**src/rtl/s5378_n514_scan_ctrl.sv**
```systemverilog
// Scan driver/capture stage for the s5378 n514 cone: serial load of the 29
// pseudo-primary inputs, settle, capture n514, then serial unload of {state, n514}.
module s5378_n514_scan_ctrl #(
    parameter int N_PI       = 29,
    parameter int SETTLE_CYC = 2,
    parameter int CNT_W      = 6
) (
    input  logic            clk,
    input  logic            rst,
    input  logic            start,
    input  logic            scan_in,
    input  logic            n514,
    output logic [N_PI-1:0] cone_in,
    output logic            scan_out,
    output logic            cap_q,
    output logic            busy,
    output logic            done
);

    typedef enum logic [2:0] {
        IDLE, SHIFT_IN, SETTLE, CAPTURE, SHIFT_OUT, DONE_S
    } state_t;

    // Terminal counts: cnt holds the number of cycles already spent in the state.
    localparam logic [CNT_W-1:0] IN_LAST  = CNT_W'(N_PI - 1);
    localparam logic [CNT_W-1:0] SET_LAST = (SETTLE_CYC > 0) ? CNT_W'(SETTLE_CYC - 1) : '0;
    localparam logic [CNT_W-1:0] OUT_LAST = CNT_W'(N_PI);

    state_t            state, state_nx;
    logic [N_PI-1:0]   sr;
    logic [N_PI:0]     out_sr;
    logic [CNT_W-1:0]  cnt;

    always_comb begin
        state_nx = state;
        busy     = 1'b1;
        done     = 1'b0;
        unique case (state)
            IDLE: begin
                busy = 1'b0;
                if (start) state_nx = SHIFT_IN;
            end
            SHIFT_IN:  if (cnt == IN_LAST)  state_nx = (SETTLE_CYC == 0) ? CAPTURE : SETTLE;
            SETTLE:    if (cnt == SET_LAST) state_nx = CAPTURE;
            CAPTURE:   state_nx = SHIFT_OUT;
            SHIFT_OUT: if (cnt == OUT_LAST) state_nx = DONE_S;
            DONE_S: begin
                done     = 1'b1;
                state_nx = IDLE;
            end
            default:   state_nx = IDLE;
        endcase
    end

    always_ff @(posedge clk) begin
        if (rst) begin
            state  <= IDLE;
            sr     <= '0;
            out_sr <= '0;
            cnt    <= '0;
            cap_q  <= 1'b0;
        end else begin
            state <= state_nx;
            // Counter restarts on every state change so no state can run it past N_PI+1.
            if (state_nx != state)
                cnt <= '0;
            else if (state != IDLE)
                cnt <= cnt + 1'b1;

            unique case (state)
                SHIFT_IN:  sr <= {scan_in, sr[N_PI-1:1]};
                CAPTURE: begin
                    cap_q  <= n514;
                    out_sr <= {sr, n514};
                end
                SHIFT_OUT: out_sr <= {1'b0, out_sr[N_PI:1]};
                default: ;
            endcase
        end
    end

    assign cone_in  = sr;
    assign scan_out = out_sr[0];

endmodule

```
**config.mk**
```make
export PLATFORM = sky130hd
export DESIGN_NAME = s5378_n514_scan_ctrl
export DESIGN_NICKNAME = d
export VERILOG_FILES = /design/src/rtl/s5378_n514_scan_ctrl.sv
export SDC_FILE = /design/constraint.sdc
export NUM_CORES = 1
export LEC_CHECK = 0
export CORE_ASPECT_RATIO = 0.75
export CORE_MARGIN = 2
export CORE_UTILIZATION = 54
export DETAILED_ROUTE_END_ITERATION = 12
export HOLD_SLACK_MARGIN = 0.12
export PLACE_DENSITY = 0.75
export SETUP_SLACK_MARGIN = 0.2
export SKIP_LAST_GASP = 1
export SYNTH_ARGS = -nofsm -noshare
export SYNTH_HDL_FRONTEND = slang
export SYNTH_SLANG_ARGS = --single-unit
```
**constraint.sdc**
```tcl
create_clock -name clk -period 1.7 [get_ports clk]
set_clock_uncertainty 0.1 [all_clocks]
set_input_delay 0.34 -clock clk [delete_from_list [all_inputs] [get_ports clk]]
set_output_delay 0.34 -clock clk [all_outputs]
set_load 0.005 [all_outputs]
```
# Word-level counts from Yosys, hierarchy flattened
# Index checks and enable logic that the tools add are counted.
# W data, S select, Z words.
# op_classes
n_addsub	1
mul	0
div_mod_pow	0
n_lt_le_gt_ge	0
n_eq_ne	9
shift	0
mux	8
bitwise	0
reduce_logical	4
# ops
op	count
$pmux W30 S2	1
$pmux W3 S5	1
$eq A6 B5 Y1 const B	2
$mux W3	4
$add A6 B1 Y6 const B	1
$eq A3 B2 Y1 const B	2
$eq A3 B3 Y1 const B	2
$eq A6 B1 Y1 const B	1
$eq A3 B1 Y1 const B	1
$logic_not A3 Y1	1
$ne A3 B3 Y1	1
$reduce_bool A3 Y1	1
$mux W1	2
$reduce_bool A2 Y1	1
$reduce_or A2 Y1	1
# totals
reg_bits	69
latch_bits	0
mem_bits_rw	0
romBits	0
input_bits	5
output_inout_bits	33
word_cells	27
memories	0

# Depth between registers and ports, before layout
# depth
ltp_word	5
ltp_mapped	7
mapped_depth_nobuf	6

# Worst setup path before layout
# Ideal clock, no wire load.
# synth_timing
kind	reg-to-reg
startpoint	register state[2]
endpoint	register out_sr[22]
t_arrival_ps	1307
setup_slack_ps	152
path_stages_with_launch	8
n_path_buf	3
path_cell_list	dfxtp_1 -> buf_4 -> inv_2 -> or3_1 -> buf_2 -> clkbuf_1 -> nor2_1 -> a211oi_2
# synth_via
elab_chain_cells	2
# synth_rtl
element	line	text
start: declaration	29	state_t state, state_nx;
start signal: assignment	63	state <= state_nx;
$eq A3 B3 Y1 or $eq A3 B2 Y1 (tied branches)	70	unique case (state)
$pmux W30 S2 or $reduce_bool A2 Y1 (tied branches)	-	
end signal: assignment	74	out_sr <= {sr, n514};
end signal: assignment	76	SHIFT_OUT: out_sr <= {1'b0, out_sr[N_PI:1]};
end: declaration	31	logic [N_PI:0] out_sr;
# Several ways; a longest one is shown, not always the timed one.
# A chain may end at the register's enable or synchronous reset.

# Final worst setup path
# layout_timing
startpoint	register state[1]
endpoint	output busy
# layout_via
elab_chain_cells	2
# layout_rtl
element	line	text
$logic_not A3 Y1	38	unique case (state)
$mux W1	38	
end: declaration	16	output logic busy,
# Every way passes these cells.

==> impl_metrics.csv <==
group,metric,value,unit
global_route,grt_max_degree,33,
cts,clock_sinks,69,
worst_setup_path,r2r_slack,0.14,ns
floorplanning,fp.dieW,88.8,µm
worst_setup_path,r2r-start,"state[1]",
yosys,synthTopCellsByArea,"dfxtp_1 47%, mux2i_1 11%, nand2_1 7.9%",
yosys,ys_ff_latch,69,
sta,setup_tns,0,ns
routing,drt-total-wl,6990,µm
yosys,synth-seq-area-share,47.5,%
worst_setup_path,critPathCapture,"busy",
cts,cts_root_buffer,"clkbuf_8",
worst_setup_path,critical_path.cell_chain,"nor3_4 > inv_2 > buf_6",
global_route,met1_usage,31.9,%
worst_setup_path,r2r-end,"out_sr[18]",
layout,syn_to_final_growth,38.7,%
yosys,async_flop_share,0,%
yosys,synth_edf_count,0,
sta,fin_ws,0.139,ns
sta,period_share,91.8,%
yosys,syn_inst,325,
sta,finalHoldViolCount,0,
global_route,antenna_found_initial,0,
floorplanning,start_util,55.3,%
power,peakVddDrop,0.000707,V
place,io_buffers,37,
sta,final.min_clock_period,1.56,ns
layout,antenna_cells,0,
layout,drive_above_1_share,38.9,%
routing,viasPerCell,5.35,
floorplanning,core,5270,µm²
place,pre_cts_ws,0.0288,ns
routing,via_count,2529,
routing,dr.pass1.iters,5,
place,hpwl,4060,µm
floorplanning,die_area,6000,µm²
yosys,yosysTopAreaCell,"dfxtp_1",
floorplanning,pin_count,38,
yosys,avgSynthCellArea,8.95,µm²
routing,antenna_left,0,
routing,wl_per_cell,14.8,µm
yosys,yosysMostFrequentCell,"dfxtp_1",
worst_setup_path,cp.required,1.26,ns
worst_setup_path,cp_slowest_stage_delay,0.38,ns
global_route,met3_usage,8.19,%
global_route,grt_pass1_wl,11200,µm
worst_setup_path,path_max_fanout,7,
cts,clk_latency,0.35,ns
sta,maxSlewHeadroom,73.6,%
cts,clk_path_buf_depth,2,
global_route,grt_remaining_overflow,0,
worst_setup_path,cp.arrival,1.12,ns
worst_hold_path,min_path_type,"primary input to flip-flop",
worst_setup_path,worstRegToRegCells,4,
cts,clk_pin_slew,0.08,ns
routing,drt_iter0_markers,138,
sta,rsz0062_at_grt,"true",
layout,finalNetCount,401,
layout,multiInputGateArea,1520,µm²
power,power.density,821,nW/µm²
layout,seq_area,1440,µm²
yosys,netlist_area,2910,µm²
yosys,synthesis.nets,333,
sta,max_freq,0.640,GHz
global_route,grt_pass1_vias,2420,
floorplanning,num_rows,23,
place,place_congestion,0.785,
worst_setup_path,critPathKind,"flip-flop to output port",
yosys,synth.distinct_cells,35,
sta,finalSetupViolations,0,
cts,cts_buffers,9,
status,outcome,"completed",
global_route,grt_use_met2,39.0,%
cts,cts_tree,"yes",
layout,num-fill-cells,371,
cts,htree_num_levels,3,
worst_setup_path,cp-end-kind,"output port",
sta,drv_slew,0,
power,power_leakage,1.88,nW
worst_setup_path,startpoint_type,"flip-flop",
global_route,grt_usage,24.4,%
routing,drcViolationCount,0,
yosys,synth_ff_type,"dfxtp_1",
run,maxCapViolations,0,
floorplanning,die_h,67.6,µm
global_route,busiest_layer,"met2",
yosys,synth_warnings,0,
worst_setup_path,crit_start,"state[1]",
yosys,synth_top_area_share,47.5,%
worst_setup_path,critPathSlowestCell,"dfxtp_4",
yosys,synthTopCellsByCount,"69 x dfxtp_1, 61 x nand2_1, 34 x nor2_1",
sta,tightest_slew,0.396,ns
[where the power goes]
part           internal [mW]  switching [mW]  total, mW
logic                 0.0770           0.118      0.195
clock network          0.830           0.660       1.49
registers               1.62          0.0140       1.63
[final cells by class]
cell class                 count  area share (%)
inverter                       4           0.372
sequential                    69            35.7
timing repair buffer          84            18.4
multi-input combinational    225            37.7
tap                           75            2.32
clock buffer                   9            3.07
clock inverter                 7            2.42
[cell usage in the layout, fill, tap and decap left out, drive strengths merged, types with 3 or more instances in the layout]
cell type,instances
mux2i,31
ha,3
nand3,4
nor2,34
clkdlybuf4s50,3
a211oi,30
nor3,10
xnor2,3
buf,48
nand2,61
inv,5
clkbuf,11
a21oi,32
dlygate4sd2,31
dfxtp,69
[layer usage]
| metal | wire (µm) | up-vias |
|---|---|---|
| met5 | 0 | - |
| met4 | 74 | 0 |
| met3 | 348 | 8 |
| met2 | 3330 | 55 |
| met1 | 3240 | 1211 |
| li1 | - | 1255 |
[logic make-up (layout without fill, tap and decap cells)]
| group | Yosys count | in the layout | synth area share [%] |
|---|---|---|---|
| XOR/XNOR | 5 | 5 | 1.51 |
| adder cells (fa/ha/maj) | 3 | 3 | 1.29 |
| buffers and inverters | 31 | 104 | 5.16 |
| multiplexers | 31 | 31 | 10.7 |
| AO/OA/AOI/OAI | 67 | 67 | 16.7 |
| AND/OR/NAND/NOR | 119 | 119 | 17.2 |
| flip-flops | 69 | 69 | 47.5 |
[repair_timing]
item | in CTS | in global routing
pin swaps | 1 | 4
setup endpoints to repair | 88 | 62
gates resized for setup | 75 | 55
hold buffers | 0 | 0
setup buffers | 31 | 0
cloned | 0 | 1
[worst max-delay path: cells and delay by family (launching register included)]
family	cells	cell delay, ns
buffers and inverters	2	0.18
and+or+nand+nor	1	0.21
DFF	1	0.38
[how the worst min path moves through the flow]
stage | cells past startpoint | slack, ns | end | startpoint
global route | 4 | 0.37 | cnt[1] | rst
global placement | 2 | 0.37 | cone_in[2] | cone_in[3]
finish | 4 | 0.34 | cnt[1] | rst
detailed placement | 2 | 0.38 | cone_in[9] | cone_in[10]
CTS | 2 | 0.38 | cone_in[25] | cone_in[26]
floorplan | 2 | 0.36 | cone_in[0] | cone_in[0]
[sequential cells by signal, summed over array words and instances (netlist names)]
signal / count
cone_in: 29
out_sr: 30
state: 3
cnt: 6
cap_q: 1
[through the flow]
stage	cells	cell area, µm²	util (%)	hold slack [ns]	total power, mW
2_1_floorplan	325	2920	-	0.365	1.78
3_3_place_gp	425	3360	63.8	0.372	1.84
3_5_place_dp	425	3360	63.8	0.377	1.84
4_1_cts	472	3830	72.8	0.376	3.32
5_1_grt	473	4040	76.7	0.367	3.44
6_report	473	4040	76.7	0.340	3.32
Power figures use the tool's default switching activity.
